<file path="src/rtl/ili9341_pkg.sv">
// ili9341_pkg: shared definitions for the ILI9341 frame sequencer.
//   - panel command opcodes and fixed init data bytes
//   - DC bit encodings for the 9-bit SPI word {dc, byte}
//   - sequencer state enum, word-source enum
//   - init-table entry type {kind, value}
package ili9341_pkg;

   localparam logic [7:0] SWRESET      = 8'h01;
   localparam logic [7:0] SLPOUT       = 8'h11;
   localparam logic [7:0] COLMOD       = 8'h3A;
   localparam logic [7:0] MADCTL       = 8'h36;
   localparam logic [7:0] DISPON       = 8'h29;
   localparam logic [7:0] CASET        = 8'h2A;
   localparam logic [7:0] PASET        = 8'h2B;
   localparam logic [7:0] RAMWR        = 8'h2C;
   localparam logic [7:0] COLMOD_16BPP = 8'h55;
   localparam logic [7:0] MADCTL_VAL   = 8'h48;

   localparam logic DC_CMD  = 1'b0;
   localparam logic DC_DATA = 1'b1;

   // Header is 11 words: CASET + 4 data, PASET + 4 data, RAMWR.
   localparam logic [3:0] HDR_LAST   = 4'd10;
   localparam int         INIT_IDX_W = 4;

   typedef enum logic [3:0] {
      ST_RST_LOW,
      ST_RST_WAIT,
      ST_INIT,
      ST_DELAY,
      ST_HEADER,
      ST_PIX_WAIT,
      ST_PIX_HI,
      ST_PIX_LO,
      ST_ISSUE,
      ST_WAIT_BUSY,
      ST_WAIT_DONE
   } state_t;

   // Which producer issued the word currently in flight; decides where
   // WAIT_DONE goes next.
   typedef enum logic [1:0] {
      SRC_INIT,
      SRC_HDR,
      SRC_PIX_HI,
      SRC_PIX_LO
   } src_t;

   typedef enum logic [1:0] {
      ENT_CMD,
      ENT_DATA,
      ENT_DELAY,
      ENT_END
   } kind_t;

   typedef struct packed {
      kind_t      kind;
      logic [7:0] value;
   } init_entry_t;

endpackage

</file>
<file path="src/rtl/ili9341_init_rom.sv">
// ili9341_init_rom: combinational init table, index -> entry.
// Ports:
//   idx    in   init table index
//   entry  out  {kind, value}; indices past the table return END
module ili9341_init_rom
   import ili9341_pkg::*;
(
   input  logic [INIT_IDX_W-1:0] idx,
   output init_entry_t           entry
);

   always_comb begin
      entry = '{kind: ENT_END, value: 8'h00};
      case (idx)
         4'd0:    entry = '{kind: ENT_CMD,   value: SWRESET};
         4'd1:    entry = '{kind: ENT_DELAY, value: 8'h00};
         4'd2:    entry = '{kind: ENT_CMD,   value: SLPOUT};
         4'd3:    entry = '{kind: ENT_DELAY, value: 8'h00};
         4'd4:    entry = '{kind: ENT_CMD,   value: COLMOD};
         4'd5:    entry = '{kind: ENT_DATA,  value: COLMOD_16BPP};
         4'd6:    entry = '{kind: ENT_CMD,   value: MADCTL};
         4'd7:    entry = '{kind: ENT_DATA,  value: MADCTL_VAL};
         4'd8:    entry = '{kind: ENT_CMD,   value: DISPON};
         default: entry = '{kind: ENT_END,   value: 8'h00};
      endcase
   end

endmodule

</file>
<file path="src/rtl/ili9341_frame_sequencer.sv">
// ili9341_frame_sequencer: feeds an ILI9341 9-bit SPI master.
// Pulses the panel reset, walks the init table (with timed delays), then
// loops forever: full-screen window, RAMWR, WIDTH*HEIGHT RGB565 pixels sent
// high byte first.
// Ports:
//   clk, rst     clock; asynchronous active-high reset
//   lcd_rst_n    panel hardware reset (active low)
//   spi_idle     idle flag from the SPI master
//   spi_data     word to the master {dc, byte}; held between strobes
//   spi_valid    one-cycle load strobe, only issued while spi_idle=1
//   pix_data/pix_valid/pix_ready  pixel input stream
//   init_done    sticky once the init table has completed
//   frame_start  one-cycle pulse when the RAMWR word completes
//   dbg_state    current sequencer state
// Build option: define ILI_SEQ_TEST_PATTERN_EN to replace the pixel input
// with an internal 8-bar colour pattern (pix_ready then tied 0).
//
// Pixel handshake: a pixel transfers on a rising clk edge where pix_valid and
// pix_ready are both high; pix_ready is high only while waiting for a pixel,
// and the source must hold pix_data stable while pix_valid is high.
module ili9341_frame_sequencer
   import ili9341_pkg::*;
#(
   parameter int WIDTH              = 240,
   parameter int HEIGHT             = 320,
   parameter int RST_LOW_CYCLES     = 100000,
   parameter int RST_WAIT_CYCLES    = 1200000,
   parameter int SLPOUT_WAIT_CYCLES = 1200000
) (
   input  logic        clk,
   input  logic        rst,
   output logic        lcd_rst_n,
   input  logic        spi_idle,
   output logic [8:0]  spi_data,
   output logic        spi_valid,
   input  logic [15:0] pix_data,
   input  logic        pix_valid,
   output logic        pix_ready,
   output logic        init_done,
   output logic        frame_start,
   output state_t      dbg_state
);

   localparam int MAX_A   = (RST_LOW_CYCLES > RST_WAIT_CYCLES) ? RST_LOW_CYCLES : RST_WAIT_CYCLES;
   localparam int MAX_DLY = (MAX_A > SLPOUT_WAIT_CYCLES) ? MAX_A : SLPOUT_WAIT_CYCLES;
   localparam int DLY_W   = (MAX_DLY > 1) ? $clog2(MAX_DLY) : 1;
   localparam int NPIX    = WIDTH * HEIGHT;
   localparam int PIX_W   = (NPIX > 1) ? $clog2(NPIX) : 1;

   localparam logic [DLY_W-1:0] RST_LOW_LAST  = DLY_W'(RST_LOW_CYCLES - 1);
   localparam logic [DLY_W-1:0] RST_WAIT_LAST = DLY_W'(RST_WAIT_CYCLES - 1);
   localparam logic [DLY_W-1:0] SLP_LAST      = DLY_W'(SLPOUT_WAIT_CYCLES - 1);
   localparam logic [PIX_W-1:0] PIX_LAST      = PIX_W'(NPIX - 1);
   localparam logic [15:0]      COL_END       = 16'(WIDTH - 1);
   localparam logic [15:0]      ROW_END       = 16'(HEIGHT - 1);

   state_t                state, state_d;
   src_t                  src, src_d;
   logic [DLY_W-1:0]      dly_cnt, dly_cnt_d;
   logic [INIT_IDX_W-1:0] init_idx, init_idx_d;
   logic [3:0]            hdr_idx, hdr_idx_d;
   logic [PIX_W-1:0]      pix_cnt, pix_cnt_d;
   logic [15:0]           pix, pix_d;
   logic [8:0]            word_d;
   logic                  init_done_d;
   init_entry_t           entry;
   logic [15:0]           next_pix;
   logic                  take_pix;

   ili9341_init_rom u_rom (
      .idx   (init_idx),
      .entry (entry)
   );

   function automatic logic [8:0] hdr_word(input logic [3:0] i);
      case (i)
         4'd0:    hdr_word = {DC_CMD,  CASET};
         4'd3:    hdr_word = {DC_DATA, COL_END[15:8]};
         4'd4:    hdr_word = {DC_DATA, COL_END[7:0]};
         4'd5:    hdr_word = {DC_CMD,  PASET};
         4'd8:    hdr_word = {DC_DATA, ROW_END[15:8]};
         4'd9:    hdr_word = {DC_DATA, ROW_END[7:0]};
         4'd10:   hdr_word = {DC_CMD,  RAMWR};
         default: hdr_word = {DC_DATA, 8'h00};   // start coordinates are 0
      endcase
   endfunction

`ifdef ILI_SEQ_TEST_PATTERN_EN
   localparam int BAR_W = (WIDTH >= 8) ? WIDTH / 8 : 1;
   localparam int COL_W = (WIDTH > 1) ? $clog2(WIDTH) : 1;

   logic [COL_W-1:0] col;
   logic [2:0]       bar;
   logic             col_step;

   // Column advances when a pixel's low byte completes.
   assign col_step = (state == ST_WAIT_DONE) && spi_idle && (src == SRC_PIX_LO);

   always_ff @(posedge clk or posedge rst) begin
      if (rst)           col <= '0;
      else if (col_step) col <= (col == COL_W'(WIDTH - 1)) ? '0 : col + 1'b1;
   end

   always_comb begin
      int bar_i;
      bar_i = int'(col) / BAR_W;
      bar   = (bar_i > 7) ? 3'd7 : 3'(bar_i);
      case (bar)
         3'd0:    next_pix = 16'hFFFF;
         3'd1:    next_pix = 16'hFFE0;
         3'd2:    next_pix = 16'h07FF;
         3'd3:    next_pix = 16'h07E0;
         3'd4:    next_pix = 16'hF81F;
         3'd5:    next_pix = 16'hF800;
         3'd6:    next_pix = 16'h001F;
         default: next_pix = 16'h0000;
      endcase
   end

   assign take_pix  = 1'b1;
   assign pix_ready = 1'b0;
`else
   assign next_pix  = pix_data;
   assign take_pix  = pix_valid;
   assign pix_ready = (state == ST_PIX_WAIT);
`endif

   assign lcd_rst_n = (state != ST_RST_LOW);
   assign dbg_state = state;

   always_comb begin
      state_d     = state;
      src_d       = src;
      dly_cnt_d   = dly_cnt;
      init_idx_d  = init_idx;
      hdr_idx_d   = hdr_idx;
      pix_cnt_d   = pix_cnt;
      pix_d       = pix;
      word_d      = spi_data;
      init_done_d = init_done;
      spi_valid   = 1'b0;
      frame_start = 1'b0;
      case (state)
         ST_RST_LOW: begin
            if (dly_cnt == RST_LOW_LAST) begin
               dly_cnt_d = '0;
               state_d   = ST_RST_WAIT;
            end else dly_cnt_d = dly_cnt + 1'b1;
         end
         ST_RST_WAIT: begin
            if (dly_cnt == RST_WAIT_LAST) begin
               dly_cnt_d = '0;
               state_d   = ST_INIT;
            end else dly_cnt_d = dly_cnt + 1'b1;
         end
         ST_INIT: begin
            case (entry.kind)
               ENT_CMD, ENT_DATA: begin
                  if (spi_idle) begin
                     word_d  = {(entry.kind == ENT_DATA) ? DC_DATA : DC_CMD, entry.value};
                     src_d   = SRC_INIT;
                     state_d = ST_ISSUE;
                  end
               end
               ENT_DELAY: begin
                  dly_cnt_d  = '0;
                  init_idx_d = init_idx + 1'b1;
                  state_d    = ST_DELAY;
               end
               default: begin
                  init_done_d = 1'b1;
                  hdr_idx_d   = '0;
                  state_d     = ST_HEADER;
               end
            endcase
         end
         ST_DELAY: begin
            if (dly_cnt == SLP_LAST) begin
               dly_cnt_d = '0;
               state_d   = ST_INIT;
            end else dly_cnt_d = dly_cnt + 1'b1;
         end
         ST_HEADER: begin
            if (spi_idle) begin
               word_d  = hdr_word(hdr_idx);
               src_d   = SRC_HDR;
               state_d = ST_ISSUE;
            end
         end
         ST_PIX_WAIT: begin
            if (take_pix) begin
               pix_d   = next_pix;
               state_d = ST_PIX_HI;
            end
         end
         ST_PIX_HI: begin
            if (spi_idle) begin
               word_d  = {DC_DATA, pix[15:8]};
               src_d   = SRC_PIX_HI;
               state_d = ST_ISSUE;
            end
         end
         ST_PIX_LO: begin
            if (spi_idle) begin
               word_d  = {DC_DATA, pix[7:0]};
               src_d   = SRC_PIX_LO;
               state_d = ST_ISSUE;
            end
         end
         ST_ISSUE: begin
            spi_valid = 1'b1;
            state_d   = ST_WAIT_BUSY;
         end
         ST_WAIT_BUSY: begin
            if (!spi_idle) state_d = ST_WAIT_DONE;
         end
         ST_WAIT_DONE: begin
            if (spi_idle) begin
               case (src)
                  SRC_INIT: begin
                     init_idx_d = init_idx + 1'b1;
                     state_d    = ST_INIT;
                  end
                  SRC_HDR: begin
                     if (hdr_idx == HDR_LAST) begin
                        frame_start = 1'b1;
                        hdr_idx_d   = '0;
                        state_d     = ST_PIX_WAIT;
                     end else begin
                        hdr_idx_d = hdr_idx + 1'b1;
                        state_d   = ST_HEADER;
                     end
                  end
                  SRC_PIX_HI: state_d = ST_PIX_LO;
                  default: begin
                     if (pix_cnt == PIX_LAST) begin
                        pix_cnt_d = '0;
                        state_d   = ST_HEADER;
                     end else begin
                        pix_cnt_d = pix_cnt + 1'b1;
                        state_d   = ST_PIX_WAIT;
                     end
                  end
               endcase
            end
         end
         default: state_d = ST_RST_LOW;
      endcase
   end

   always_ff @(posedge clk or posedge rst) begin
      if (rst) begin
         state     <= ST_RST_LOW;
         src       <= SRC_INIT;
         dly_cnt   <= '0;
         init_idx  <= '0;
         hdr_idx   <= '0;
         pix_cnt   <= '0;
         pix       <= '0;
         spi_data  <= 9'h100;
         init_done <= 1'b0;
      end else begin
         state     <= state_d;
         src       <= src_d;
         dly_cnt   <= dly_cnt_d;
         init_idx  <= init_idx_d;
         hdr_idx   <= hdr_idx_d;
         pix_cnt   <= pix_cnt_d;
         pix       <= pix_d;
         spi_data  <= word_d;
         init_done <= init_done_d;
      end
   end

endmodule

</file>
<file path="config.mk">
export PLATFORM = sky130hd
export DESIGN_NAME = ili9341_frame_sequencer
export DESIGN_NICKNAME = d
export VERILOG_FILES = /design/src/rtl/ili9341_pkg.sv /design/src/rtl/ili9341_init_rom.sv /design/src/rtl/ili9341_frame_sequencer.sv
export SDC_FILE = /design/constraint.sdc
export NUM_CORES = 1
export LEC_CHECK = 0
export BUFFER_PORTS_ARGS = -buffer_cell sky130_fd_sc_hd__buf_2
export CAP_MARGIN = 20
export CORE_MARGIN = 10
export CORE_UTILIZATION = 50
export DETAILED_ROUTE_END_ITERATION = 16
export PLACE_DENSITY = 0.71
export REMOVE_ABC_BUFFERS = 1
export SLEW_MARGIN = 10
export SYNTH_ARGS = -nofsm -noshare
export SYNTH_HDL_FRONTEND = slang
export SYNTH_SLANG_ARGS = --single-unit
</file>
<file path="constraint.sdc">
create_clock -name clk -period 2.1 [get_ports clk]
set_input_delay 0.105 -clock clk [delete_from_list [all_inputs] [get_ports clk]]
set_output_delay 0.105 -clock clk [all_outputs]
set_load 0.03 [all_outputs]
</file>
### Word-level counts from Yosys, hierarchy flattened

Memories as Yosys holds them, arrays and structs flattened.
Cells that the tools add are included.

| word-level totals | value |
|---|---|
| register bits | 78 |
| bits in read-only memories | 144 |
| input port bits | 20 |
| logic and storage cells | 117 |
| memories | 1 |

| operators by class | value |
|---|---|
| $add $sub $neg | 4 |
| equal/unequal tests | 36 |
| muxes and demuxes | 44 |
| bitwise logic cells | 2 |
| reductions and logical operators | 21 |

Memory list:

| name | depth | width | read ports | clocked after memory_dff | write ports | RTL line | source |
|---|---|---|---|---|---|---|---|
| (no name shown) | 16 | 9 | 1 | 0 | 0 | ili9341_init_rom.sv:14 | `case (idx)` |

Operators with widths:

| cell | number |
|---|---|
| 2-to-1 mux 21 bit | 3 |
| one-hot mux 21 bit (3 select lines) | 1 |
| one-hot mux 9 bit (6 select lines) | 1 |
| 2-to-1 mux 4 bit | 13 |
| 2-to-1 mux 9 bit | 5 |
| one-hot mux 9 bit (4 select lines) | 1 |
| one-hot mux 4 bit (8 select lines) | 1 |
| inequality test 2 bit (second input constant) | 13 |
| equality test 4 x 3 -> 1 bit (second input constant) | 6 |
| equality test 4 bit (second input constant) | 6 |
| one-hot mux 4 bit (2 select lines) | 3 |
| adder 21 x 1 -> 21 bit (second input constant) | 1 |
| equality test 21 x 17 -> 1 bit (second input constant) | 1 |
| equality test 21 bit (second input constant) | 1 |
| adder 17 x 1 -> 17 bit (second input constant) | 1 |
| equality test 17 bit (second input constant) | 1 |
| 2-to-1 mux 17 bit | 1 |
| 2-to-1 mux 2 bit | 5 |
| one-hot mux 3 bit (3 select lines) | 1 |
| OR reduction 3 bit | 3 |
| adder 4 x 1 -> 4 bit (second input constant) | 2 |
| equality test 4 x 2 -> 1 bit (second input constant) | 2 |
| logical NOT 4 bit | 2 |
| 2-to-1 mux 1 bit | 8 |
| 16 further kinds | 25 |

### Depth between registers and ports, before layout

Gate-level depths: netlist of the first run.
An unclocked memory read counts as a cell.

| logic depth | value |
|---|---|
| depth after elaboration | 6 |
| depth in mapped cells | 8 |
| depth with buffers taken out | 7 |

### By module

A second synthesis of the first run with hierarchy kept.

| second synthesis, totals | value |
|---|---|
| cells, all modules | 510 |
| area total of the unflattened synthesis | 4652.0 sq um |

By module, submodules not included:

| module | times used | cells an instance | area each (sq um) | sequential area each (sq um) |
|---|---|---|---|---|
| ili9341_frame_sequencer | 1 | 485 | 4513.1 | 1953.1 |
| ili9341_init_rom | 1 | 25 | 138.9 | 0.0 |

### Worst setup path after synthesis of the first run

OpenSTA, ideal clock, no wires.

| path | value |
|---|---|
| path type | reg2reg |
| start point | register state[3], in the netlist dbg_state[3] |
| end point | register pix[0] |
| setup time | 0.125 ns |
| arrival | 2.273 ns |
| required time | 1.975 ns |
| setup slack | -0.297 ns |
| stages on the path, launching flop included | 7 |
| path buffers | 2 |
| clock period less this slack | 2.397 ns |
| path through | dfrtp_1 clkbuf_1 nand2b_1 nor2_1 nand2_1 clkbuf_1 mux2_2 |

| on the way | value |
|---|---|
| longest elaborated chain between the ends | 2 |

RTL lines:

| what | RTL line | source |
|---|---|---|
| start, declared | ili9341_frame_sequencer.sv:57 | `state_t state, state_d;` |
| start signal, assigned | ili9341_frame_sequencer.sv:263 | `state <= state_d;` |
| equality test 4 x 3 -> 1 bit | - |  |
| named net pix_ready | ili9341_frame_sequencer.sv:38 | `output logic pix_ready,` |
| AND reduction 2 bit (no source line) | - |  |
| end signal, assigned | ili9341_frame_sequencer.sv:269 | `pix <= pix_d;` |
| end, declared | ili9341_frame_sequencer.sv:63 | `logic [15:0] pix, pix_d;` |

The timed path passes the listed nets, and every way through them passes these cells.
A chain may end at the register's enable or synchronous reset.

### Final worst setup path of the first run

| path | value |
|---|---|
| start point | register dly_cnt[17] |
| end point | register dly_cnt[12] |

| on the way | value |
|---|---|
| longest elaborated chain between the ends | 3 |
| elaborated cells on any way between the ends | 5 |

RTL lines:

| what | RTL line | source |
|---|---|---|
| start, declared | ili9341_frame_sequencer.sv:59 | `logic [DLY_W-1:0] dly_cnt, dly_cnt_d;` |
| start signal, assigned | ili9341_frame_sequencer.sv:265 | `dly_cnt <= dly_cnt_d;` |
| equality test 21 bit / equality test 21 x 17 -> 1 bit (equally long branches) | ili9341_frame_sequencer.sv:151, ili9341_frame_sequencer.sv:178, ili9341_frame_sequencer.sv:145 |  |
| 2-to-1 mux 21 bit, on equally long branches | ili9341_frame_sequencer.sv:151, ili9341_frame_sequencer.sv:178, ili9341_frame_sequencer.sv:145 |  |
| one-hot mux 21 bit (3 select lines) (*) | ili9341_frame_sequencer.sv:143 | `case (state)` |

Mark *: on every way between the ends. The rest lies on a longest branch, timed or not.

==> results.json, run 1 <==
{
  "viasPerCell": 6.05,
  "clock_latency_ns": 0.36,
  "synth_cell_types": 68,
  "dieArea_sq_um": 13200,
  "synth_edf_count": 0,
  "synthArstFlopShare_pct": 100,
  "ys_seq_area_share_pct": 43.4,
  "design_area_sq_um": 5640,
  "endpoint_kind": "register",
  "hold_path.class": "in -> reg",
  "cp-start-kind": "register",
  "grt_pass1_wl_um": 19500,
  "crit_start": "dly_cnt[17]",
  "timing.rr.start": "dly_cnt[17]",
  "ys.flop_type": "dfrtp_1",
  "cts_inserted_buffers": 9,
  "portBuffers": 37,
  "path_clk_slew_ns": 0.09,
  "rsz0062_at_grt": "yes",
  "hp-start": "pix_valid",
  "yosysWarnings": 0,
  "gp_congestion": 0.934,
  "synth_area_per_cell_sq_um": 9.26,
  "post-route-period-util_pct": 102,
  "cellLeakagePower_uw": 0.00253,
  "synth.top_cell.area_share_pct": 42.8,
  "wl_um": 11800,
  "setup_viol": 12,
  "first_pass_iters": 7,
  "dr.first_iter.drc_count": 457,
  "cp_data_required_time_ns": 2.35,
  "instances_no_fill": 692,
  "synth-seq-cells": 78,
  "cap_violations": 0,
  "clock_sinks": 78,
  "power_density_nw_per_um2": 1170,
  "skew_ns": 0.0122,
  "peakVddDrop_mv": 0.576,
  "hold_ws_ns": 0.133,
  "ctsRootBufferMaster": "clkbuf_8",
  "cts.path.max_buffers": 2,
  "drive_gt1_share_pct": 27.8,
  "placed_cells": 657,
  "pin_count": 38,
  "synth_area_leader_cell": "dfrtp_1",
  "grt_pass1_vias": 3962,
  "h-tree-depth": 3,
  "arrival_ns": 2.40,
  "slew_viol_final": 0,
  "failed_checks": "negative setup slack",
  "die_y_um": 115,
  "synth.most_common_cell": "dfrtp_1",
  "antenna_found_initial": 1,
  "slew_headroom_pct": 57.7,
  "cts_tree": "done",
  "synthTopCellsByCount": "77 x dfrtp_1, 54 x nand2_1, 33 x nor2_1",
  "timing.final.ws_setup_ns": -0.0484,
  "criticalPathCategory": "reg -> reg",
  "critPathMaxFanout": 5,
  "drc": 0,
  "grtUsageTotal_pct": 17.9,
  "regArea_sq_um": 1950,
  "syn_area_sq_um": 4500,
  "status": "finished with violations",
  "rows": 34,
  "fmax_ghz": 0.465,
  "synthCells": 486,
  "grt_max_degree": 34,
  "dp_hpwl_um": 8510,
  "start_util_pct": 51.6,
  "timing.final.crit_period_ns": 2.15,
  "antenna_left": 0,
  "placed_area_sq_um": 5090,
  "nFillCells": 699,
  "core_area_sq_um": 8720,
  "fp.dieW_um": 115,
  "grt_overflow": 0,
  "finalNetCount": 605,
  "multi_input_area_sq_um": 2480,
  "dr_total_vias": 4185,
  "worst_slew_pin_slew_ns": 0.628,
  "synthTopCellsByArea": "dfrtp_1 43%, mux2_2 4.5%, nand2_1 4.5%",
  "hold_viol_final": 0,
  "area_growth_pct": 25.4,
  "routedWlPerCell_um": 17.1
}
## cells in the final DEF (no fill, tap or decap), types with 5 or more instances in the layout
cell,n
a21o_1,6
a21oi_1,23
a31oi_1,6
and2_1,5
and4_1,5
buf_2,36
buf_4,51
clkbuf_8,11
dfrtp_1,76
dlygate4sd3_1,17
ha_1,7
inv_1,12
mux2_2,18
mux2i_1,5
nand2_1,53
nand2b_1,5
nand3_1,14
nand4_1,12
nor2_1,33
nor2b_1,6
nor3_1,16
nor4_1,6
o21ai_0,25
o22ai_1,8
o31ai_1,8
or2_2,7
or3_1,6
xnor2_1,13
xor2_1,12
## sequential cells by signal, indices dropped and copies added, names as in the netlist
register / flops
src: 2
init_done: 1
init_idx: 4
pix: 16
dly_cnt: 21
pix_cnt: 17
hdr_idx: 4
spi_data: 9
dbg_state: 4
## through the flow
step	utilization (%)	power (uW)	TNS, ns	setup slack [ns]
after floorplan	-	3830	-28.99	-0.806
after detailed placement	58.4	5060	-0.761	-0.102
after global placement	58.4	4970	-0.224	-0.0568
after global routing	64.7	7020	-1.16	-0.101
after CTS	63.7	6470	-0.0504	-0.0295
final	64.7	6600	-0.226	-0.0484
## path summary, 6_finish.rpt
| path | end | slack [ns] | cells past startpoint |
|---|---|---|---|
| setup / recovery | dly_cnt[12] | -0.05 | 5 |
| hold / removal | dbg_state[2] | 0.13 | 3 |
| setup reg to reg | dly_cnt[12] | -0.05 | 5 |
| hold reg to reg | spi_data[4] | 0.47 | 2 |
| max in group asynchronous | init_idx[0] | 1.12 | 4 |
| min in group asynchronous | dly_cnt[2] | 0.29 | 3 |
## cell type report
cell class	count	area share (%)
repair buffers	108	13.9
inverters	13	0.887
clock buffers	11	2.68
well taps	108	2.40
multi-input cells	368	44.0
clock inverters	5	1.44
flip-flops and latches	78	34.6
diodes	1	0.0444
## layer usage
layer / GRT usage (%) / share of wire (%)
met4: 5.78 / 1.5
met1: 25.0 / 46
met2: 27.1 / 45
met5: 0 / 0
met3: 3.59 / 7.2
## power breakdown
group	total, uW	internal, uW	switching (uW)
clock	1310	735	577
combinational	3220	1330	1900
sequential	2070	1820	245
## worst max-delay path, stage by stage, from the launching register on
cell     delay [ns]
dfrtp_1        0.39
or4_1          0.52
or4_4          0.48
o21ai_4        0.25
nand2_2        0.09
a311o_1        0.32
## cells by family (layout without fill, tap and decap cells)
kind of cell	Yosys count	after routing	synth area share, %
AOI/OAI and AO/OA	120	120	17.7
other	0	1	0
and+or+nand+nor	193	193	22.3
muxes	23	23	5.62
xor gates and xnor gates	25	25	4.87
buffers and inverters	40	137	4.12
DFF	78	78	43.4
adders and majority gates	7	7	1.95
## timing repair
action | CTS | global route
pin swaps | 7 | 13
hold buffers | 17 | 0
setup buffers | 1 | 0
gates resized for setup | 10 | 17
hold endpoints to repair | 41 | 0
setup endpoints to repair | 25 | 38
Note: power is estimated with default switching activity, not from simulation.
==> run 2: changes to the inputs <==
GPL_TIMING_DRIVEN = 0   (was unset)
==> results.json, run 2 (synthesized netlist as in run 1, its figures left out) <==
{
  "cp_data_required_time_ns": 2.35,
  "dieArea_sq_um": 13200,
  "multi_input_area_sq_um": 2620,
  "slew_viol_final": 0,
  "reg_top3": "dly_cnt (21), pix_cnt (17), pix (16)",
  "total_power_uw": 6590,
  "first_pass_iters": 5,
  "cts_inserted_buffers": 9,
  "cap_violations": 0,
  "arrival_ns": 2.41,
  "regArea_sq_um": 1970,
  "final_common_cell": "dfrtp_1",
  "fp.dieW_um": 115,
  "grt_overflow": 0,
  "h-tree-depth": 3,
  "rows": 34,
  "regMostFlops": "dly_cnt",
  "gp_congestion": 0.914,
  "pin_count": 38,
  "timing.rr.start": "dly_cnt[11]",
  "clock_sinks": 78,
  "ctsRootBufferMaster": "clkbuf_8",
  "endpoint_kind": "register",
  "area_growth_pct": 24.2,
  "hold_end": "dbg_state[2]",
  "routedWlPerCell_um": 17.4,
  "dr_total_vias": 4039,
  "critPathMaxFanout": 3,
  "grt_pass1_vias": 3860,
  "cts.path.max_buffers": 2,
  "wl_um": 11600,
  "power_density_nw_per_um2": 1180,
  "failed_checks": "negative setup slack",
  "grtUsageTotal_pct": 16.7,
  "r2r-end": "dly_cnt[6]",
  "portBuffers": 37,
  "post-route-period-util_pct": 103,
  "die_y_um": 115,
  "cp-start-kind": "register",
  "holdPathStages": 3,
  "antenna_left": 0,
  "nFillCells": 688,
  "slew_headroom_pct": 60.8,
  "rsz0062_at_grt": "yes",
  "timing.final.ws_setup_ns": -0.0625,
  "skew_ns": 0.0127,
  "criticalPathCategory": "reg -> reg",
  "instances_no_fill": 667,
  "dr.first_iter.drc_count": 280,
  "setup_viol": 14,
  "status": "finished with violations",
  "clock_latency_ns": 0.36,
  "dp_hpwl_um": 7410,
  "hold_viol_final": 0,
  "worst_slew_pin_slew_ns": 0.586,
  "viasPerCell": 6.06,
  "start_util_pct": 51.6,
  "cellLeakagePower_uw": 0.00244,
  "cts_tree": "done",
  "drive_gt1_share_pct": 29.2,
  "fmax_ghz": 0.462,
  "placed_cells": 606,
  "pre_cts_ws_ns": -0.970,
  "r2r_cells": 6,
  "path_clk_slew_ns": 0.09,
  "final_core_util_pct": 64.1,
  "timing.final.crit_period_ns": 2.16,
  "peakVddDrop_mv": 0.502,
  "hp-start": "pix_valid",
  "largest_register_ffs": 21,
  "grt_max_degree": 41,
  "antenna_found_initial": 0,
  "grt_pass1_wl_um": 18500,
  "finalNetCount": 582,
  "drc": 0,
  "rrSetupSlack_ns": -0.06,
  "antenna_cells": 0,
  "core_area_sq_um": 8720,
  "most-common-layout-cells": "69 x dfrtp_1, 52 x nand2_1, 36 x buf_2",
  "hold_path.class": "in -> reg",
  "tns_ns": -0.424
}
[run 2: per-stage QoR]
| stage | area (sq um) | hold slack, ns |
|---|---|---|
| after detailed placement | 4720 | 0.181 |
| after global placement | 4680 | 0.337 |
| after floorplan | 4360 | 0.239 |
| after global routing | 5590 | 0.128 |
| final | 5590 | 0.137 |
| after CTS | 5350 | 0.108 |
[run 2: worst max-delay path by stage]
stage                 start      endpoint  slack, ns  depth (start not counted)
5_1_grt          dly_cnt[8]   dly_cnt[19]      -0.12                          5
6_report        dly_cnt[11]    dly_cnt[6]      -0.06                          6
4_1_cts         dly_cnt[11]  dbg_state[0]      -0.02                          6
3_3_place_gp   dbg_state[0]  dbg_state[3]      -1.48                          4
3_5_place_dp   dbg_state[0]    pix_cnt[5]      -0.97                          5
2_1_floorplan  dbg_state[0]  dbg_state[3]      -0.81                          4
[run 2: critical path, cell delays in order (launching register included)]
cell and delay (ns):
dfrtp_2 0.42, or4_1 0.50, or4_4 0.47, buf_6 0.15
nor3_2 0.22, a21oi_2 0.05, o31a_1 0.24
[run 2: repair_timing]
action | CTS | global route
setup buffers | 9 | 20
endpoints found under the setup margin | 79 | 57
pin swaps | 8 | 9
hold buffers | 17 | 0
gates resized for setup | 42 | 25
endpoints found under the hold margin | 54 | 0
[run 2: layer usage]
| metal | wire length, um | track usage [%] | share of wire [%] | vias to the layer above |
|---|---|---|---|---|
| met3 | 977 | 4.01 | 8.4 | 15 |
| met4 | 186 | 5.78 | 1.6 | 0 |
| li1 | - | - | - | 1924 |
| met2 | 5200 | 24.7 | 45 | 163 |
| met5 | 0 | 0 | 0 | - |
| met1 | 5220 | 23.4 | 45 | 1937 |
[run 2: layout make-up]
class,instances,area share [%]
Inverter,13,0.963
Timing Repair Buffer,85,10.8
Tap cell,108,2.42
Clock buffer,9,2.22
Clock inverter,6,1.57
Multi-Input combinational cell,368,46.8
Sequential cell,78,35.2
[run 2: power by group]
part           leakage [uW]  switching [uW]  internal [uW]
Clock              0.000109             567            662
Combinational       0.00128            1860           1260
Sequential          0.00104             402           1840
Total               0.00244            2830           3760
==> run 3: changes to the inputs <==
SKIP_CTS_REPAIR_TIMING = 1   (was unset)
==> results.json, run 3 (synthesized netlist as in run 1, its figures left out) <==
{
  "die_y_um": 115,
  "status": "finished with violations",
  "ctsRootBufferMaster": "clkbuf_8",
  "criticalPathCategory": "reg -> reg",
  "p_seq_share_pct": 35.2,
  "placed_area_sq_um": 4720,
  "skew_ns": 0.0139,
  "cp_data_required_time_ns": 2.33,
  "viasPerCell": 6.03,
  "path_clk_slew_ns": 0.08,
  "hold_ws_ns": 0.00295,
  "peakVddDrop_mv": 0.504,
  "worst_path_max_delay_cell": "or4_1",
  "clkPwrFrac_pct": 19.1,
  "start_util_pct": 51.6,
  "grt_pass1_vias": 3617,
  "hold_path.class": "in -> reg",
  "grt_overflow": 0,
  "fmax_ghz": 0.449,
  "wl_um": 11200,
  "antenna_found_initial": 0,
  "fp.dieW_um": 115,
  "drive_gt1_share_pct": 27.8,
  "most-common-layout-cells": "68 x dfrtp_1, 52 x nand2_1, 36 x buf_2",
  "timing.final.ws_setup_ns": -0.126,
  "dieArea_sq_um": 13200,
  "portBuffers": 37,
  "p_int_uw": 3690,
  "power_density_nw_per_um2": 1160,
  "slowest_delay_ns": 0.51,
  "timing.final.crit_period_ns": 2.23,
  "switching_power_uw": 2720,
  "core_area_sq_um": 8720,
  "routedWlPerCell_um": 16.9,
  "endpoint_kind": "register",
  "post-route-period-util_pct": 106,
  "reg_top3": "dly_cnt (21), pix_cnt (17), pix (16)",
  "antenna_left": 0,
  "cp-start-kind": "register",
  "cts_inserted_buffers": 9,
  "critPathTopFamily": "simple AND/OR/NAND/NOR gates",
  "swShare_pct": 42.5,
  "finalNetCount": 580,
  "clock_latency_ns": 0.35,
  "first_pass_iters": 7,
  "regMostFlops": "dly_cnt",
  "largest_register_ffs": 21,
  "clock_sinks": 78,
  "pin_count": 38,
  "dp_hpwl_um": 7410,
  "setup_viol": 20,
  "antenna_cells": 0,
  "pwr-share-comb_pct": 45.7,
  "dr.first_iter.drc_count": 369,
  "grtUsageTotal_pct": 15.6,
  "cts.path.max_buffers": 2,
  "area_growth_pct": 23.0,
  "drc": 0,
  "rows": 34,
  "met2_usage_pct": 22.9,
  "final_common_cell": "dfrtp_1",
  "failed_checks": "negative setup slack",
  "cap_violations": 0,
  "met3_usage_pct": 3.49,
  "cts_tree": "done",
  "dr_total_vias": 4013,
  "final_core_util_pct": 63.4,
  "busiest_layer": "met2",
  "worst_slew_pin_slew_ns": 0.599,
  "design_area_sq_um": 5530,
  "grt_max_degree": 41,
  "gp_congestion": 0.914,
  "arrival_ns": 2.46,
  "h-tree-depth": 3,
  "rsz0062_at_grt": "yes",
  "hold_viol_final": 0,
  "grt_use_met1_pct": 22.1,
  "crit_buf_inv": 1,
  "cellLeakagePower_uw": 0.00241,
  "slew_headroom_pct": 59.9,
  "grt_pass1_wl_um": 17200,
  "slew_viol_final": 0,
  "critPathMaxFanout": 7,
  "crit_path_cell_trace": "or4_1, or4_4, o21ai_4, buf_4, a22oi_2, a21o_1"
}
run 3: final timing paths:
path | startpoint | endpoint | slack (ns) | cells past startpoint
setup / recovery | dly_cnt[11] | dly_cnt[13] | -0.13 | 6
hold reg to reg | spi_data[3] | spi_data[3] | 0.48 | 2
min in group asynchronous | rst | pix_cnt[13] | 0.32 | 3
hold / removal | pix_data[0] | pix[0] | 0.003 | 2
max in group asynchronous | rst | spi_data[8] | 1.13 | 4
setup reg to reg | dly_cnt[11] | dly_cnt[13] | -0.13 | 6
run 3: per-layer routing:
layer  up-vias  routed length, um  share of wire, %
met2       151               5120                46
met4         0                121               1.1
met1      1934               5110                45
li1       1917                  -                 -
met5         -                  0                 0
met3        11                897               8.0
run 3: per-stage QoR:
| stage | worst slack, ns | std cells | power (uW) | TNS [ns] |
|---|---|---|---|---|
| 2_1_floorplan | -0.806 | 459 | 3830 | -28.99 |
| 3_3_place_gp | -1.48 | 604 | 4430 | -127.31 |
| 3_5_place_dp | -0.970 | 606 | 4520 | -29.88 |
| 4_1_cts | -0.990 | 621 | 5750 | -31.86 |
| 5_1_grt | -0.194 | 665 | 6810 | -2.87 |
| 6_report | -0.126 | 665 | 6410 | -1.47 |
run 3: power by group through the flow:
stage / Clock [uW] / Combinational, uW / Sequential, uW
global placement: 0 / 2180 / 2260
detailed placement: 0 / 2240 / 2280
floorplan: 0 / 1480 / 2350
CTS: 1250 / 2250 / 2250
finish: 1220 / 2930 / 2260
global route: 1290 / 3200 / 2320
run 3: cell type report:
type,instances,area [sq um]
Clock buffer,9,124
Clock inverter,6,87.6
Fill cell,687,3190
Inverter,13,51.3
Multi-Input combinational cell,368,2580
Sequential cell,78,1970
Tap cell,108,135
Timing Repair Buffer,83,587
